`src/rtl/mem_stage_dcache_if.sv`:
```
// mem_stage_dcache_if -- pipeline MEM stage with data-cache load/store handshake.
// Captures an aligned memory op into request registers, holds the pipeline
// stalled until the cache responds, and registers the MEM/WB results.
// Misaligned accesses are suppressed and flagged with a one-cycle pulse.
// Optional feature: define MEM_STALL_CNT_EN to add stall_cnt_out, a
// free-running (wrapping) count of cycles with stall_out asserted.
module mem_stage_dcache_if #(
  parameter int STALL_CNT_W = 32
) (
  input  logic        clk,
  input  logic        rst,
  input  logic        mem_valid_in,
  input  logic        mem_load_in,
  input  logic        mem_store_in,
  input  logic [2:0]  mem_funct3_in,
  input  logic [31:0] mem_alu_in,
  input  logic [31:0] mem_rs2_in,
  input  logic        dmem_resp,
  input  logic [31:0] dmem_rdata,
  output logic        dmem_read,
  output logic        dmem_write,
  output logic [31:0] dmem_address,
  output logic [31:0] dmem_wdata,
  output logic [3:0]  dmem_byte_enable,
  output logic        stall_out,
  output logic        wb_valid_out,
  output logic [31:0] wb_alu_out,
  output logic [31:0] wb_mem_out,
  output logic        misalign_out
`ifdef MEM_STALL_CNT_EN
  ,
  output logic [STALL_CNT_W-1:0] stall_cnt_out
`endif
);

  typedef enum logic {
    S_IDLE,
    S_BUSY
  } state_t;

  state_t      r_state;

  // Request registers: authoritative for the whole BUSY period.
  logic        r_is_load;
  logic [31:0] r_addr;
  logic [2:0]  r_funct3;
  logic [31:0] r_wdata;
  logic [3:0]  r_be;

  // MEM/WB registers.
  logic        r_wb_valid;
  logic [31:0] r_wb_alu;
  logic [31:0] r_wb_mem;
  logic        r_misalign;

  logic [1:0]  w_off;
  logic        w_is_byte;
  logic        w_is_half;
  logic        w_aligned;
  logic        w_mem_op;
  logic        w_accept;
  logic        w_misalign;
  logic [3:0]  w_be;
  logic [31:0] w_wdata;
  logic [31:0] w_rshift;
  logic [31:0] w_load_data;

  // Access size comes from funct3[1:0]; 10 and 11 (incl. illegal codes) are word.
  assign w_off      = mem_alu_in[1:0];
  assign w_is_byte  = (mem_funct3_in[1:0] == 2'b00);
  assign w_is_half  = (mem_funct3_in[1:0] == 2'b01);
  assign w_aligned  = w_is_byte || (w_is_half && !w_off[0]) || (w_off == 2'b00);
  assign w_mem_op   = mem_valid_in && (mem_load_in || mem_store_in);
  assign w_accept   = (r_state == S_IDLE) && w_mem_op && w_aligned;
  assign w_misalign = (r_state == S_IDLE) && w_mem_op && !w_aligned;

  // Byte enables and lane-replicated store data for the incoming op.
  always_comb begin
    // NOTE: every output of a combinational block gets a default first so no
    // path through the case leaves it unassigned, which would infer a latch.
    w_be    = 4'b1111;
    w_wdata = mem_rs2_in;
    if (w_is_byte) begin
      w_be    = 4'b0001 << w_off;
      w_wdata = {4{mem_rs2_in[7:0]}};
    end else if (w_is_half) begin
      w_be    = 4'b0011 << w_off;
      w_wdata = {2{mem_rs2_in[15:0]}};
    end
  end

  // Extract and extend the addressed byte/half from the returning cache word.
  assign w_rshift = dmem_rdata >> {r_addr[1:0], 3'b000};

  always_comb begin
    w_load_data = dmem_rdata;
    case (r_funct3)
      3'b000:  w_load_data = {{24{w_rshift[7]}}, w_rshift[7:0]};
      3'b100:  w_load_data = {24'd0, w_rshift[7:0]};
      3'b001:  w_load_data = {{16{w_rshift[15]}}, w_rshift[15:0]};
      3'b101:  w_load_data = {16'd0, w_rshift[15:0]};
      default: w_load_data = dmem_rdata;
    endcase
  end

  // Cache requests come only from registers, so an async reset drops them at once.
  assign dmem_read        = (r_state == S_BUSY) && r_is_load;
  assign dmem_write       = (r_state == S_BUSY) && !r_is_load;
  assign dmem_address     = {r_addr[31:2], 2'b00};
  assign dmem_wdata       = r_wdata;
  assign dmem_byte_enable = r_be;

  assign stall_out    = w_accept || ((r_state == S_BUSY) && !dmem_resp);
  assign wb_valid_out = r_wb_valid;
  assign wb_alu_out   = r_wb_alu;
  assign wb_mem_out   = r_wb_mem;
  assign misalign_out = r_misalign;

  // FSM: accept in IDLE, wait for the cache in BUSY, register WB results.
  always_ff @(posedge clk or posedge rst) begin
    if (rst) begin
      r_state    <= S_IDLE;
      r_is_load  <= 1'b0;
      r_addr     <= 32'd0;
      r_funct3   <= 3'd0;
      r_wdata    <= 32'd0;
      r_be       <= 4'd0;
      r_wb_valid <= 1'b0;
      r_wb_alu   <= 32'd0;
      r_wb_mem   <= 32'd0;
      r_misalign <= 1'b0;
    end else begin
      // NOTE: non-blocking assignments so every register samples pre-edge
      // values regardless of statement order inside this block.
      r_wb_valid <= 1'b0;
      r_misalign <= 1'b0;
      case (r_state)
        S_IDLE: begin
          if (w_accept) begin
            r_state   <= S_BUSY;
            r_is_load <= mem_load_in;
            r_addr    <= mem_alu_in;
            r_funct3  <= mem_funct3_in;
            r_wdata   <= w_wdata;
            r_be      <= w_be;
          end else if (mem_valid_in) begin
            // Non-memory or suppressed misaligned op: pass straight to WB.
            r_wb_valid <= 1'b1;
            r_wb_alu   <= mem_alu_in;
            r_wb_mem   <= 32'd0;
            r_misalign <= w_misalign;
          end
        end
        S_BUSY: begin
          if (dmem_resp) begin
            r_state    <= S_IDLE;
            r_wb_valid <= 1'b1;
            r_wb_alu   <= r_addr;
            r_wb_mem   <= r_is_load ? w_load_data : 32'd0;
          end
        end
        default: r_state <= S_IDLE;
      endcase
    end
  end

`ifdef MEM_STALL_CNT_EN
  logic [STALL_CNT_W-1:0] r_stall_cnt;

  // Count stalled cycles; wraps naturally at all-ones.
  always_ff @(posedge clk or posedge rst) begin
    if (rst) begin
      r_stall_cnt <= '0;
    end else if (stall_out) begin
      r_stall_cnt <= r_stall_cnt + 1'b1;
    end
  end

  assign stall_cnt_out = r_stall_cnt;
`endif

endmodule

```
`config.mk`:
```
export PLATFORM = sky130hd
export DESIGN_NAME = mem_stage_dcache_if
export DESIGN_NICKNAME = d
export VERILOG_FILES = /design/src/rtl/mem_stage_dcache_if.sv
export SDC_FILE = /design/constraint.sdc
export NUM_CORES = 1
export LEC_CHECK = 0
export ABC_CLOCK_PERIOD_IN_PS = 9900
export BUFFER_PORTS_ARGS = -buffer_cell sky130_fd_sc_hd__buf_2
export CORE_MARGIN = 2
export CORE_UTILIZATION = 54
export CTS_CLUSTER_SIZE = 8
export DETAILED_ROUTE_END_ITERATION = 7
export GPL_TIMING_DRIVEN = 0
export PLACE_DENSITY = 0.86
export SYNTH_ARGS = -nofsm -noshare
export SYNTH_HDL_FRONTEND = slang
export SYNTH_SLANG_ARGS = --single-unit
```
`constraint.sdc`:
```
create_clock -name clk -period 9.9 [get_ports clk]
set_clock_uncertainty 0.2 [all_clocks]
set_input_delay 1.98 -clock clk [delete_from_list [all_inputs] [get_ports clk]]
set_output_delay 1.98 -clock clk [all_outputs]
set_load 0.005 [all_outputs]
```
Word-level counts from Yosys, hierarchy flattened
Cells that the tools add are included.

Bits in registers: 139. Bits in latches: 0. RAM bits: 0. Memory bits (read-only): 0. Output and inout port bits: 137. Word-level logic and storage cells: 66. Memories kept: 0.

Add/sub/neg operators: 0. $mul: 0. Div/mod/pow operators: 0. Order comparisons: 0. Eq/ne operators: 7. Shift operators: 3. Muxes and demuxes: 24. Bitwise logic cells: 1. Reductions and logical operators: 21.

Operator list (count): $mux W32 (9); $pmux W32 S2 (2); $pmux W32 S4 (1); $shr A32 B5 Y16 (1); $logic_and A1 B1 Y1 (8); $mux W1 (8); $mux W4 (2); $eq A3 B3 Y1 const B (2); $ne A2 B2 Y1 const B (3); $logic_not A1 Y1 (4); $logic_not A2 Y1 (2); $logic_or A1 B1 Y1 (4); $pmux W1 S2 (2); $shl A1 B2 Y4 const A (1); $shl A2 B2 Y4 const A (1); $eq A3 B1 Y1 const B (1); $logic_not A3 Y1 (1); $reduce_and A3 Y1 (1); $eq A2 B1 Y1 const B (1); $reduce_and A2 Y1 (1); $not A1 Y1 (1).

Logic depth before layout (Yosys ltp)
Depth after elaboration: 9. Gate-level depth with buffers: 7. Gate-level depth less buffers: 6.

Worst setup path before layout
No wires, ideal clock.

Kind: input port to output port. From: in mem_funct3_in[0]. To: out stall_out. Arrival time: 3135 ps. Data required time: 7720 ps. Path slack: 4585 ps. Cell stages on the path: 6. Path buffers: 3. Path through: buf_2 > a21oi_1 > o221ai_1 > buf_2 > clkbuf_1 > o21ai_0.

Word-level cells in the longest chain between the ends: 6. Elaborated cells between the ends (all ways): 7. Classes of those cells: eq/ne (1); reduce/logical (6).

Ends and longest elaborated chain: start: declaration (RTL line 15) `input logic [2:0] mem_funct3_in,`; $eq A2 B1 Y1 (RTL line 71) `assign w_is_half = (mem_funct3_in[1:0] == 2'b01);`; $logic_and A1 B1 Y1 (RTL line 72) `assign w_aligned = w_is_byte || (w_is_half && !w_off[0]) || (w_off == 2'b00);`; $logic_or A1 B1 Y1 (*) (2 in a row) (RTL line 72); $logic_and A1 B1 Y1 (*) (RTL line 74) `assign w_accept = (r_state == S_IDLE) && w_mem_op && w_aligned;`; $logic_or A1 B1 Y1 (*) (RTL line 113) `assign stall_out = w_accept || ((r_state == S_BUSY) && !dmem_resp);`; end: declaration (RTL line 25) `output logic stall_out,`.

Mark *: on every way between the ends. The rest lies on a longest branch, timed or not.

Worst setup path after layout
From: in mem_alu_in[1]. To: out stall_out.

Word-level cells in the longest chain between the ends: 4.

Ends and longest elaborated chain: start: declaration (RTL line 16) `input logic [31:0] mem_alu_in,`; $logic_not A2 Y1 (RTL line 72); $logic_or A1 B1 Y1 (RTL line 72); $logic_and A1 B1 Y1 (RTL line 74); $logic_or A1 B1 Y1 (RTL line 113).

Every way passes these cells.

==> flow_metrics.tcl <==
set metrics [dict create \
    die_y_um 115.4 \
    cts_max_level 4 \
    cpMostUsedCell "buf_2" \
    num_vias 5614 \
    netSwitchingPower_uw 611.9 \
    slew_headroom 0.3593 \
    critical_path_buf_inv_count 5 \
    drv_cap 0 \
    p_sw_frac 0.2890 \
    fmax_mhz 169.0 \
    io_pins 242 \
    overflow 0 \
    core_area_um2 12060 \
    portBuffers 238 \
    row_count 40 \
    diodes 0 \
    postLayoutCoreUtil 0.7295 \
    status "finished clean" \
    yosysMostFrequentCell "dfrtp_1" \
    timing.rr.end "wb_mem_out[13]$_DFFE_PP0P_" \
    power.internal_mw 1.506 \
    drt-pass1-iter-count 5 \
    place.gp.congestion 0.9668 \
    slowest_stage "clkbuf_1" \
    worst-setup-path-type "in2out" \
    die-area_um2 13320 \
    first_iter_violations 404 \
    cp.arrival_ns 3.74 \
    drv_slew 0 \
    rsz0062_at_grt "false" \
    startpoint_type "primary input" \
    crit_start "mem_alu_in[1]" \
    irDropWorstVdd_v 0.0001578 \
    worstRegToRegCells 6 \
    cts_tree "done" \
    critPathCapture "stall_out" \
    grt_antenna_before_repair 0 \
    avgSynthCellArea_um2 11.80 \
    seqPwrFrac 0.388 \
    period_needed_ns 5.917 \
    clockBufferDepth 2 \
    cts-buffers-inserted 17 \
    drive_above_1_share 0.5238 \
    critPathRequiredTime_ns 7.72 \
    syn_inst 568 \
    critPathCaptureType "output pin" \
    critPathTopFamily "buffers and inverters" \
    cpPeakStageDelay_ns 0.36 \
    syn_to_final_growth_pct 31.24 \
    cts_hold_buf 0 \
    yosysSeqAreaShare 0.5189 \
    pwr-share-clk 0.329 \
    finalNetCount 936 \
    grt_max_degree 73 \
    p_comb_frac 0.284 \
    cts-root-buf "clkbuf_16" \
    grt_pass1_vias 5802 \
    die_w_um 115.4 \
    synthArstFlopShare 1.000 \
    grt_use_total 0.2842 \
    synth_enable_flop_cells 0 \
    hold_class "reg2reg" \
    power_leakage_nw 4.367 \
    viasPerCell 5.569 \
    synth_top_cell_by_area "dfrtp_1" \
    synth.distinct_cells 41 \
    grt_pass1_wl_um 29280 \
    routedWlPerCell_um 18.54 \
    cp_cell_sequence "buf_2 -> inv_1 -> ha_1 -> o221ai_1 -> buf_2 -> clkbuf_1 -> o21ai_0 -> buf_2" \
    worstPathMaxFanout 10 \
    tns_ns 0 \
    synth_ff_type "dfrtp_1" \
    cts.repair.resized 0 \
    cp.depth 8 \
    finalWirelength_um 18690 \
    yosys_warnings 0 \
    clock_latency_ns 0.41 \
    yosys_register_bits 139 \
    cts_setup_buffers 0 \
    ant_nets 0 \
    hold_violations 0 \
    hpwl_um 13720 \
    clock_sinks 139 \
    setup_violations 0 \
    synthesis.area_um2 6704 \
    reg2reg_setup_slack_ns 7.74 \
    start_util 0.5558 \
    synth_area_leaders "dfrtp_1, mux2_2, mux2i_1, buf_4, o21ai_0" \
    yosys-top-cells-count "dfrtp_1, mux2_2, o21ai_0" \
    timing.rr.start "r_state$_DFF_PP0_" \
    synth.top_cell.area_share 0.5189 \
    drc 0 \
    tightest_slew_ns 0.9574 \
    power_density_nw_per_um2 240.7 \
    clkTransAtPathRegs_ns 0.06 \
    finalCritPeriodShare 0.5976 \
]
-- metrics by stage --
| step | hold slack (ns) | area [um^2] | std cells | worst slack, ns | total power, mW |
|---|---|---|---|---|---|
| global placement | 0.2586 | 8109 | 975 | 2.733 | 1.387 |
| floorplan | 0.2733 | 6708 | 569 | 3.995 | 1.152 |
| detailed placement | 0.2662 | 8142 | 976 | 4.025 | 1.422 |
| CTS | 0.2857 | 8798 | 1008 | 4.003 | 2.123 |
| finish | 0.2776 | 8798 | 1008 | 3.983 | 2.118 |
| global route | 0.3030 | 8798 | 1008 | 3.754 | 2.219 |
-- area by class of cell --
class | count | area (um^2)
Inverter | 9 | 38.79
Sequential cell | 139 | 3478
Clock inverter | 9 | 158.9
Timing Repair Buffer | 239 | 1219
Tap cell | 168 | 210.2
Fill cell | 835 | 3263
Buffer | 71 | 425.4
Multi-Input combinational cell | 350 | 2770
Clock buffer | 23 | 498.0
-- per-layer routing --
layer | vias up | routed length [um] | track usage
met5 | - | 0 | 0
met4 | 0 | 571 | 0.1181
met3 | 53 | 1309 | 0.06485
met2 | 284 | 9504 | 0.4943
met1 | 2746 | 7307 | 0.3411
li1 | 2531 | - | -
-- tightest hold or removal path, cell delays in order, from the launching register on --
cell and delay, ns:
dfrtp_1 0.33, nand2_1 0.04, o21ai_0 0.06
-- registers in the layout (all words and copies together), names as in the netlist, 3 cells and up --
register / cells
dmem_wdata: 32
r_addr: 32
wb_alu_out: 32
wb_mem_out: 32
dmem_byte_enable: 4
r_funct3: 3
-- worst min path at each step --
stage / start / cells past startpoint / end / slack [ns]
after global placement: dmem_wdata[21]$_DFFE_PP0P_ / 2 / dmem_wdata[21]$_DFFE_PP0P_ / 0.26
after floorplan: dmem_byte_enable[0]$_DFFE_PP0P_ / 2 / dmem_byte_enable[0]$_DFFE_PP0P_ / 0.27
after detailed placement: dmem_wdata[11]$_DFFE_PP0P_ / 2 / dmem_wdata[11]$_DFFE_PP0P_ / 0.27
after global routing: dmem_byte_enable[2]$_DFFE_PP0P_ / 2 / dmem_byte_enable[2]$_DFFE_PP0P_ / 0.30
after CTS: dmem_wdata[13]$_DFFE_PP0P_ / 2 / dmem_wdata[13]$_DFFE_PP0P_ / 0.29
final: dmem_wdata[13]$_DFFE_PP0P_ / 2 / dmem_wdata[13]$_DFFE_PP0P_ / 0.28
-- kinds of logic (layout without fill, tap and decap cells) --
family	count (synthesis)	count (layout)	synth area share
buf+inv	80	351	0.06849
other cells	1	2	0.0005594
compound gates	108	108	0.1124
mux	134	134	0.2214
simple gates	102	102	0.07092
fa+ha+maj	4	4	0.007466
flops	139	139	0.5189
-- power by group through the flow --
stage | clock network (mW) | logic [mW] | registers [mW]
floorplan | 0 | 0.332 | 0.820
global placement | 0 | 0.575 | 0.811
detailed placement | 0 | 0.597 | 0.825
CTS | 0.700 | 0.603 | 0.820
global route | 0.723 | 0.657 | 0.839
finish | 0.696 | 0.601 | 0.821
-- layout by cell type (no fill, tap or decap), drive strengths merged, types with 2 or more instances in the layout --
cell type and n:
clkinvlp 4, conb 2, a221oi 6, nand2 40
nand3 6, nor2 29, inv 9, nor4 8
dfrtp 139, ha 4, a211oi 2, clkbuf 42
a221o 23, o21ai 43, and3 2, mux2i 29
mux2 104, bufinv 4, a21oi 18, o2bb2ai 8
buf 291, nor2b 3, nand2b 9
Power figures use the tool's default switching activity.
